--- src/rtl/bin2bcd_seq.sv ---
// ---------------------------------------------------------------------------
// bin2bcd_seq -- iterative binary-to-BCD converter (shift-and-add-3).
//
// Converts a C_BIN_W-bit binary operand into C_DIG packed BCD digits,
// consuming C_STEP operand bits per enabled clock. A conversion takes
// C_BIN_W/C_STEP enabled cycles in SHIFT, bracketed by one IDLE accept
// cycle and one DONE handshake cycle.
//
// Parameters:
//   C_BIN_W  binary operand width, 4..64
//   C_DIG    number of BCD digits produced, 1..20
//   C_STEP   bits consumed per cycle, 1/2/4/8, must divide C_BIN_W
//
// Ports:
//   CK_i     clock, rising edge
//   RST_i    synchronous active-high reset, wins over EN_CK_i
//   EN_CK_i  clock enable; low freezes every register
//   DAT_i    binary operand, sampled on accept
//   VLD_i    operand valid
//   RDY_o    converter idle and able to accept
//   QQ_o     BCD result, digit k at [4k+3:4k]
//   SIGN_o   result sign (1 = negative), 0 in the unsigned build
//   OVF_o    result did not fit in C_DIG digits (QQ_o = value mod 10^C_DIG)
//   QV_o     result valid
//   QRDY_i   downstream ready
//
// Build option:
//   BIN2BCD_SEQ_SIGN_EN  when defined, DAT_i is two's complement; the
//                        magnitude is converted and the sign reported on
//                        SIGN_o. When undefined DAT_i is unsigned and no
//                        negation logic exists. Latency is the same.
// ---------------------------------------------------------------------------

// One digit corrector: a digit of 5 or more gets +3 so the following
// left shift carries correctly into the next decade.
module bin2bcd_seq_dig (
    input  logic [3:0] din,
    output logic [3:0] dout
);
    assign dout = (din >= 4'd5) ? din + 4'd3 : din;
endmodule

module bin2bcd_seq #(
    parameter int C_BIN_W = 32,
    parameter int C_DIG   = 10,
    parameter int C_STEP  = 1
) (
    input  logic                 CK_i,
    input  logic                 RST_i,
    input  logic                 EN_CK_i,
    input  logic [C_BIN_W-1:0]   DAT_i,
    input  logic                 VLD_i,
    output logic                 RDY_o,
    output logic [4*C_DIG-1:0]   QQ_o,
    output logic                 SIGN_o,
    output logic                 OVF_o,
    output logic                 QV_o,
    input  logic                 QRDY_i
);

    localparam int BCD_W = 4 * C_DIG;
    localparam int NSTEP = C_BIN_W / C_STEP;
    localparam int CNT_W = $clog2(NSTEP + 1);

    // Reject illegal parameter sets at elaboration.
    if (C_BIN_W < 4 || C_BIN_W > 64 || C_DIG < 1 || C_DIG > 20 ||
        !(C_STEP == 1 || C_STEP == 2 || C_STEP == 4 || C_STEP == 8) ||
        (C_BIN_W % C_STEP) != 0) begin : g_bad_cfg
        $error("bin2bcd_seq: illegal parameters C_BIN_W=%0d C_DIG=%0d C_STEP=%0d",
               C_BIN_W, C_DIG, C_STEP);
    end

    typedef enum logic [1:0] {
        IDLE  = 2'd0,
        SHIFT = 2'd1,
        DONE  = 2'd2
    } state_t;

    state_t               state;
    logic [C_BIN_W-1:0]   sr;        // remaining operand bits, MSB next
    logic [BCD_W-1:0]     bcd;       // BCD accumulator
    logic                 ovf_acc;   // sticky: a 1 left the top digit
    logic [CNT_W-1:0]     cnt;       // SHIFT cycles still to run
    logic [C_BIN_W-1:0]   mag;       // magnitude loaded on accept
    logic                 accept;
    logic                 last;

    // IDLE implies RDY_o, so the accept term needs only the state.
    assign accept = (state == IDLE) && VLD_i;
    assign last   = (state == SHIFT) && (cnt == CNT_W'(1));

    // -----------------------------------------------------------------------
    // Datapath: C_STEP chained correct-then-shift iterations.
    // Stage 0 is the registered state; stage C_STEP is the next state.
    // -----------------------------------------------------------------------
    logic [BCD_W-1:0]   bcd_s [C_STEP+1];
    logic [C_BIN_W-1:0] bin_s [C_STEP+1];
    logic               ovf_s [C_STEP+1];
    logic [BCD_W-1:0]   adj_s [C_STEP];

    assign bcd_s[0] = bcd;
    assign bin_s[0] = sr;
    assign ovf_s[0] = ovf_acc;

    for (genvar s = 0; s < C_STEP; s++) begin : g_stage
        for (genvar d = 0; d < C_DIG; d++) begin : g_dig
            bin2bcd_seq_dig u_dig (
                .din  (bcd_s[s][4*d +: 4]),
                .dout (adj_s[s][4*d +: 4])
            );
        end
        // {BCD, bin} shifts left by one; the operand MSB enters digit 0.
        assign bcd_s[s+1] = {adj_s[s][BCD_W-2:0], bin_s[s][C_BIN_W-1]};
        assign bin_s[s+1] = {bin_s[s][C_BIN_W-2:0], 1'b0};
        // The corrected top bit is the decimal carry out of the last digit;
        // dropping it leaves exactly value mod 10^C_DIG in the accumulator.
        assign ovf_s[s+1] = ovf_s[s] | adj_s[s][BCD_W-1];
    end

    // -----------------------------------------------------------------------
    // Operand magnitude and sign
    // -----------------------------------------------------------------------
`ifdef BIN2BCD_SEQ_SIGN_EN
    logic sign_acc;   // sign of the conversion in flight
    logic sign_q;     // sign of the last delivered result

    // Negating the most negative value wraps to itself, which read as
    // unsigned is the correct magnitude 2^(C_BIN_W-1).
    assign mag = DAT_i[C_BIN_W-1] ? -DAT_i : DAT_i;

    always_ff @(posedge CK_i) begin
        if (RST_i) begin
            sign_acc <= 1'b0;
            sign_q   <= 1'b0;
        end else if (EN_CK_i) begin
            if (accept)
                sign_acc <= DAT_i[C_BIN_W-1] & (|mag);
            if (last)
                sign_q <= sign_acc;
        end
    end

    assign SIGN_o = sign_q;
`else
    assign mag    = DAT_i;
    assign SIGN_o = 1'b0;
`endif

    // -----------------------------------------------------------------------
    // Control FSM with registered outputs
    // -----------------------------------------------------------------------
    always_ff @(posedge CK_i) begin
        if (RST_i) begin
            state   <= IDLE;
            sr      <= '0;
            bcd     <= '0;
            ovf_acc <= 1'b0;
            cnt     <= '0;
            QQ_o    <= '0;
            OVF_o   <= 1'b0;
            QV_o    <= 1'b0;
            RDY_o   <= 1'b1;
        end else if (EN_CK_i) begin
            case (state)
                IDLE: begin
                    if (accept) begin
                        sr      <= mag;
                        bcd     <= '0;
                        ovf_acc <= 1'b0;
                        cnt     <= CNT_W'(NSTEP);
                        RDY_o   <= 1'b0;
                        state   <= SHIFT;
                    end
                end
                SHIFT: begin
                    sr      <= bin_s[C_STEP];
                    bcd     <= bcd_s[C_STEP];
                    ovf_acc <= ovf_s[C_STEP];
                    cnt     <= cnt - CNT_W'(1);
                    // Result is taken straight from the last stage so QV_o
                    // rises on the same edge as the final iteration.
                    if (last) begin
                        QQ_o  <= bcd_s[C_STEP];
                        OVF_o <= ovf_s[C_STEP];
                        QV_o  <= 1'b1;
                        state <= DONE;
                    end
                end
                DONE: begin
                    if (QRDY_i) begin
                        QV_o  <= 1'b0;
                        RDY_o <= 1'b1;
                        state <= IDLE;
                    end
                end
                default: begin
                    QV_o  <= 1'b0;
                    RDY_o <= 1'b1;
                    state <= IDLE;
                end
            endcase
        end
    end

endmodule

--- config.mk ---
export PLATFORM = sky130hd
export DESIGN_NAME = bin2bcd_seq
export DESIGN_NICKNAME = d
export VERILOG_FILES = /design/src/rtl/bin2bcd_seq.sv
export SDC_FILE = /design/constraint.sdc
export NUM_CORES = 1
export LEC_CHECK = 0
export ABC_CLOCK_PERIOD_IN_PS = 3000
export CAP_MARGIN = 20
export CORE_MARGIN = 2
export CORE_UTILIZATION = 47
export DETAILED_ROUTE_END_ITERATION = 6
export GPL_ROUTABILITY_DRIVEN = 0
export GPL_TIMING_DRIVEN = 1
export PLACE_DENSITY = 0.71
export SETUP_SLACK_MARGIN = 0.1
export SYNTH_ARGS = -nofsm -noshare
export SYNTH_HDL_FRONTEND = slang
export SYNTH_SLANG_ARGS = --single-unit
--- constraint.sdc ---
create_clock -name CK_i -period 3 [get_ports CK_i]
set_clock_uncertainty 0.2 [all_clocks]
set_input_delay 0.45 -clock CK_i [delete_from_list [all_inputs] [get_ports CK_i]]
set_output_delay 0.45 -clock CK_i [all_outputs]
set_load 0.01 [all_outputs]
# ---- Word level (Yosys, flattened, before mapping)
# Cells that the tools add are included.
dict set report classes {
  n_eq_ne 6
  bitwise 3
  add_sub_neg 11
  order_cmp 10
  reduce_logical 9
  muxes 27
}
# cell count
set op_table {}
lappend op_table {{$pmux 40 s2} 1}
lappend op_table {{$pmux 32 s2} 1}
lappend op_table {{$add 4x2->4 const B} 10}
lappend op_table {{$ge 4x3->1 const B} 10}
lappend op_table {{$mux 4} 10}
lappend op_table {{$mux 40} 1}
lappend op_table {{$mux 32} 1}
lappend op_table {{$pmux 6 s2} 1}
lappend op_table {{$reduce_and 4->1} 3}
lappend op_table {{$eq 6x1->1 const B} 1}
lappend op_table {{$mux 2} 3}
lappend op_table {{$mux 6} 1}
lappend op_table {{$ne 2x2->1 const B} 3}
lappend op_table {{$pmux 1 s3} 2}
lappend op_table {{$pmux 2 s3} 1}
lappend op_table {{$reduce_and 3->1} 2}
lappend op_table {{$sub 6x1->6 const B} 1}
lappend op_table {{$mux 1} 4}
lappend op_table {{$eq 2x1->1 const B} 1}
lappend op_table {{$eq 2x2->1 const B} 1}
lappend op_table {{$logic_and 1x1->1} 2}
lappend op_table {{$logic_not 2->1} 1}
lappend op_table {{$not 1->1} 2}
lappend op_table {{$pmux 1 s2} 1}
lappend op_table {{2 further kinds} 2}
dict set report totals {
  inputBits 37
  wordCells 75
  register_bits 124
  output_inout_bits 44
}

# ---- Depth between registers and ports, before layout
dict set report logic_depth {
  depth_word 4
  mapped_depth 8
  mapped_depth_nobuf 6
}

# ---- Modules after synthesis
# From an unflattened synthesis, not the netlist that was laid out.
dict set report hier_totals {
  cells_unflattened 798
  area_unflattened_um2 6536.3
}
# module seq_area_each_um2 cells_per_inst area_each_um2 instances
set by_module_without_submodules {}
lappend by_module_without_submodules {bin2bcd_seq 2482.4 638 5522.8 1}
lappend by_module_without_submodules {bin2bcd_seq_dig 0.0 16 101.3 10}

# ---- Least setup slack after synthesis
# OpenSTA, ideal clock, no wires.
dict set report synth_path {
  path_type {register to register}
  start {register cnt[0]}
  end {register QQ_o[6]}
  t_arrival_ns 1.451
  path_slack_ns 1.213
  stages_incl_launch_ff 7
  path_buffers 2
  required_ns 2.664
  synth_period_minus_slack_ns 1.787
  setup_ns 0.136
  path_cell_list {dfxtp_1 -> ha_1 -> nor4bb_1 -> and3_1 -> buf_4 -> clkbuf_1 -> o22ai_1}
}
dict set report synth_between {
  elab_chain_cells 3
}
# element line
set synth_lines {}
lappend synth_lines {{start: declaration} 83} ;# logic [CNT_W-1:0] cnt;
lappend synth_lines {{start signal: assignment} 170} ;# cnt <= CNT_W'(NSTEP);
lappend synth_lines {{start signal: assignment} 179} ;# cnt <= cnt - CNT_W'(1);
lappend synth_lines {{$eq 6x1->1} 90} ;# assign last = (state == SHIFT) && (cnt == CNT_W'(1));
lappend synth_lines {{$logic_and 1x1->1} 90}
lappend synth_lines {{$reduce_and 3->1 (no line)} n/a}
lappend synth_lines {{end signal: assignment} 183} ;# QQ_o <= bcd_s[C_STEP];
lappend synth_lines {{end: declaration} 54} ;# output logic [4*C_DIG-1:0] QQ_o,
# No other way between the ends.
# A chain may end at the register's enable or synchronous reset.

# ---- Worst setup path in the final report
dict set report layout_path {
  start {input port EN_CK_i}
  end {register bcd[18]}
}
dict set report layout_between {
  elab_chain_cells 1
}
# element line
set layout_lines {}
lappend layout_lines {{start: declaration} 50} ;# input logic EN_CK_i,
lappend layout_lines {{$reduce_and 3->1 (no line)} n/a}
lappend layout_lines {{end signal: assignment} 177} ;# bcd <= bcd_s[C_STEP];
lappend layout_lines {{end: declaration} 81} ;# logic [BCD_W-1:0] bcd;
# No other way between the ends.

==> flow_summary.ini <==
[status]
status = finished, violations left
violations = DRC

[synth]
async_reset_ff_share_pct = 0
synth_edf_count = 0
syn_area_um2 = 5370
ys_ff_latch = 124
ys_types = 39
ys_seq_area_share_pct = 46.2
synthCells = 573
avgSynthCellArea_um2 = 9.38
ys_warn_count = 0
synth_flop_cell = dfxtp_1
syn_nets = 632

[placement]
dp_hpwl_um = 8110
portBuffers = 79
place_inst = 763
place_area_um2 = 6260
detailedPlace.worstSlack_ps = 356

[power_and_ir_drop]
p_clk_share_pct = 51.1
ir_worst_vdd_uv = 414
finalPower_uw = 3960
power_frac_seq_pct = 43.1
power_frac_comb_pct = 5.9
p_sw_uw = 833
intPower_uw = 3130
power_density_nw_per_um2 = 578
power.leakage_uw = 0.00228
swShare_pct = 21.0

[sta]
fin_setup_tns_ps = 0
max_freq_mhz = 452
hold_violations = 0
maxSlewViolCount = 0
fin_crit_ps = 2210
rsz0062_at_grt = false
slew_headroom_pct = 49.7
tightest_slew_ps = 755
finalWorstSetupSlack_ps = 789
fin_crit_sh_pct = 73.7
setup_viol = 0

[global_route]
antenna_found_initial = 0
grt_max_degree = 78
grt_pass1_vias = 4540
grt_overflow_total = 0
track_usage_pct = 21.2
grt_pass1_wl_um = 21400

[cts]
cts_tree = done
cts-buffers-inserted = 17
cts_buffer_depth = 2
clockRootBuffer = clkbuf_16
ctsHoldBuffers = 0
htree_levels = 4
cts_resized = 0
clk_pin_slew_worst_paths_ps = 50
clock_sinks = 124
cts_setup_buffers = 0
insertion_delay_ps = 410

[worst_hold_path]
hp-class = input port to flop

[final_layout]
layout_commonest_cell = dfxtp_1
finish.instance_area_um2 = 6860
final_cell_mix = 124 x dfxtp_1, 78 x clkdlybuf4s50_1, 64 x nor2_1
fillCellCount = 938
drive_above_1_share_pct = 8.29
n_antenna_cell = 0
nets = 699
final_cells = 794
syn2layout_area_growth_pct = 27.7

[job]
drv_cap = 0

[floorplan]
io-pin-count = 81
rows = 39
die_w_um = 111
die_y_um = 111
start_util_pct = 47.7
dieArea_um2 = 12300
core_area_um2 = 11300

[route]
drt_iter0_markers = 417
vias = 4596
firstDrtPassIters = 7
drt-total-wl_um = 12600
ant_nets = 0
drc_errors = 2
via_per_inst = 5.79
wl_per_cell_um = 15.9

[worst_setup_path]
startpoint_type = input port
required_ps = 3140
cp-end-kind = flop
critPathMaxFanout = 12
crit_type = input port to flop
arrival_ps = 2350
critical path, cell delays in order:
cell and delay (ps):
clkdlybuf4s50_1 590, nor2b_1 350, and2_1 240, nand2_1 260
buf_4 290, o2bb2ai_1 160
cells in the mapped netlist, drive strengths merged (5+ instances only):
library cell	instances	area (um^2)
a211oi	20	150
nand2b	36	225
nor3	14	70.1
nor2	65	244
inv	24	90.1
o22ai	20	125
ha	22	275
buf	21	114
dfxtp	124	2480
mux2	10	113
a222oi	30	300
nand3	10	50.1
a21oi	44	220
xnor2	13	114
nand2	5	18.8
clkbuf	21	80.1
o21ai	22	110
o2bb2ai	29	254
nor3b	20	150
kinds of logic after synthesis:
| family | synth area share, % |
|---|---|
| buf+inv | 5.29 |
| mux | 2.47 |
| other cells | 0.0698 |
| compound gates | 22.7 |
| simple gates | 15.9 |
| xor+xnor | 2.28 |
| flops | 46.2 |
| fa+ha+maj | 5.12 |
area by class of cell:
type / instances / area [um^2] / area share, %
inverters: 24 / 90.1 / 1.31
well taps: 143 / 179 / 2.61
clock buffers: 22 / 464 / 6.76
flip-flops and latches: 124 / 2480 / 36.2
clock inverters: 8 / 118 / 1.71
multi-input cells: 383 / 2640 / 38.4
repair buffers: 90 / 893 / 13.0
power by group through the flow:
| stage | combinational (uW) | clock [uW] | sequential, uW |
|---|---|---|---|
| 2_1_floorplan | 141 | 0 | 1730 |
| 3_3_place_gp | 220 | 0 | 1740 |
| 3_5_place_dp | 227 | 0 | 1740 |
| 4_1_cts | 228 | 2060 | 1710 |
| 5_1_grt | 252 | 2140 | 1710 |
| 6_report | 232 | 2020 | 1710 |
sequential cells by signal, summed over array words and instances, names as in the netlist:
signal / count
cnt: 6
sr: 32
ovf_acc: 1
OVF_o: 1
QQ_o: 40
QV_o: 1
state: 2
RDY_o: 1
bcd: 40
stage by stage:
stage / utilization [%] / hold slack, ps
floorplan: - / 230
global placement: 55.5 / 243
detailed placement: 55.5 / 253
CTS: 60.7 / 228
global route: 60.9 / 264
finish: 60.9 / 246
path summary, 6_finish.rpt:
path | startpoint | end | slack, ps | cells past startpoint
worst max-delay path | EN_CK_i | bcd[18]$_SDFFE_PP0P_ | 790 | 6
worst min-delay path | RST_i | QQ_o[0]$_SDFFE_PP0P_ | 250 | 2
worst max register to register | state[0]$_SDFFE_PP0P_ | QQ_o[19]$_SDFFE_PP0P_ | 890 | 5
worst min register to register | ovf_acc$_SDFFE_PP0P_ | ovf_acc$_SDFFE_PP0P_ | 260 | 2
routing by layer:
| layer | part of all wire (%) | track usage (%) | wire (um) |
|---|---|---|---|
| met1 | 44 | 25.5 | 5550 |
| met2 | 50 | 36.6 | 6250 |
| met3 | 4.4 | 5.03 | 550 |
| met4 | 1.9 | 8.42 | 233 |
| met5 | 0 | 0 | 0 |
Note: power is estimated with default switching activity, not from simulation.
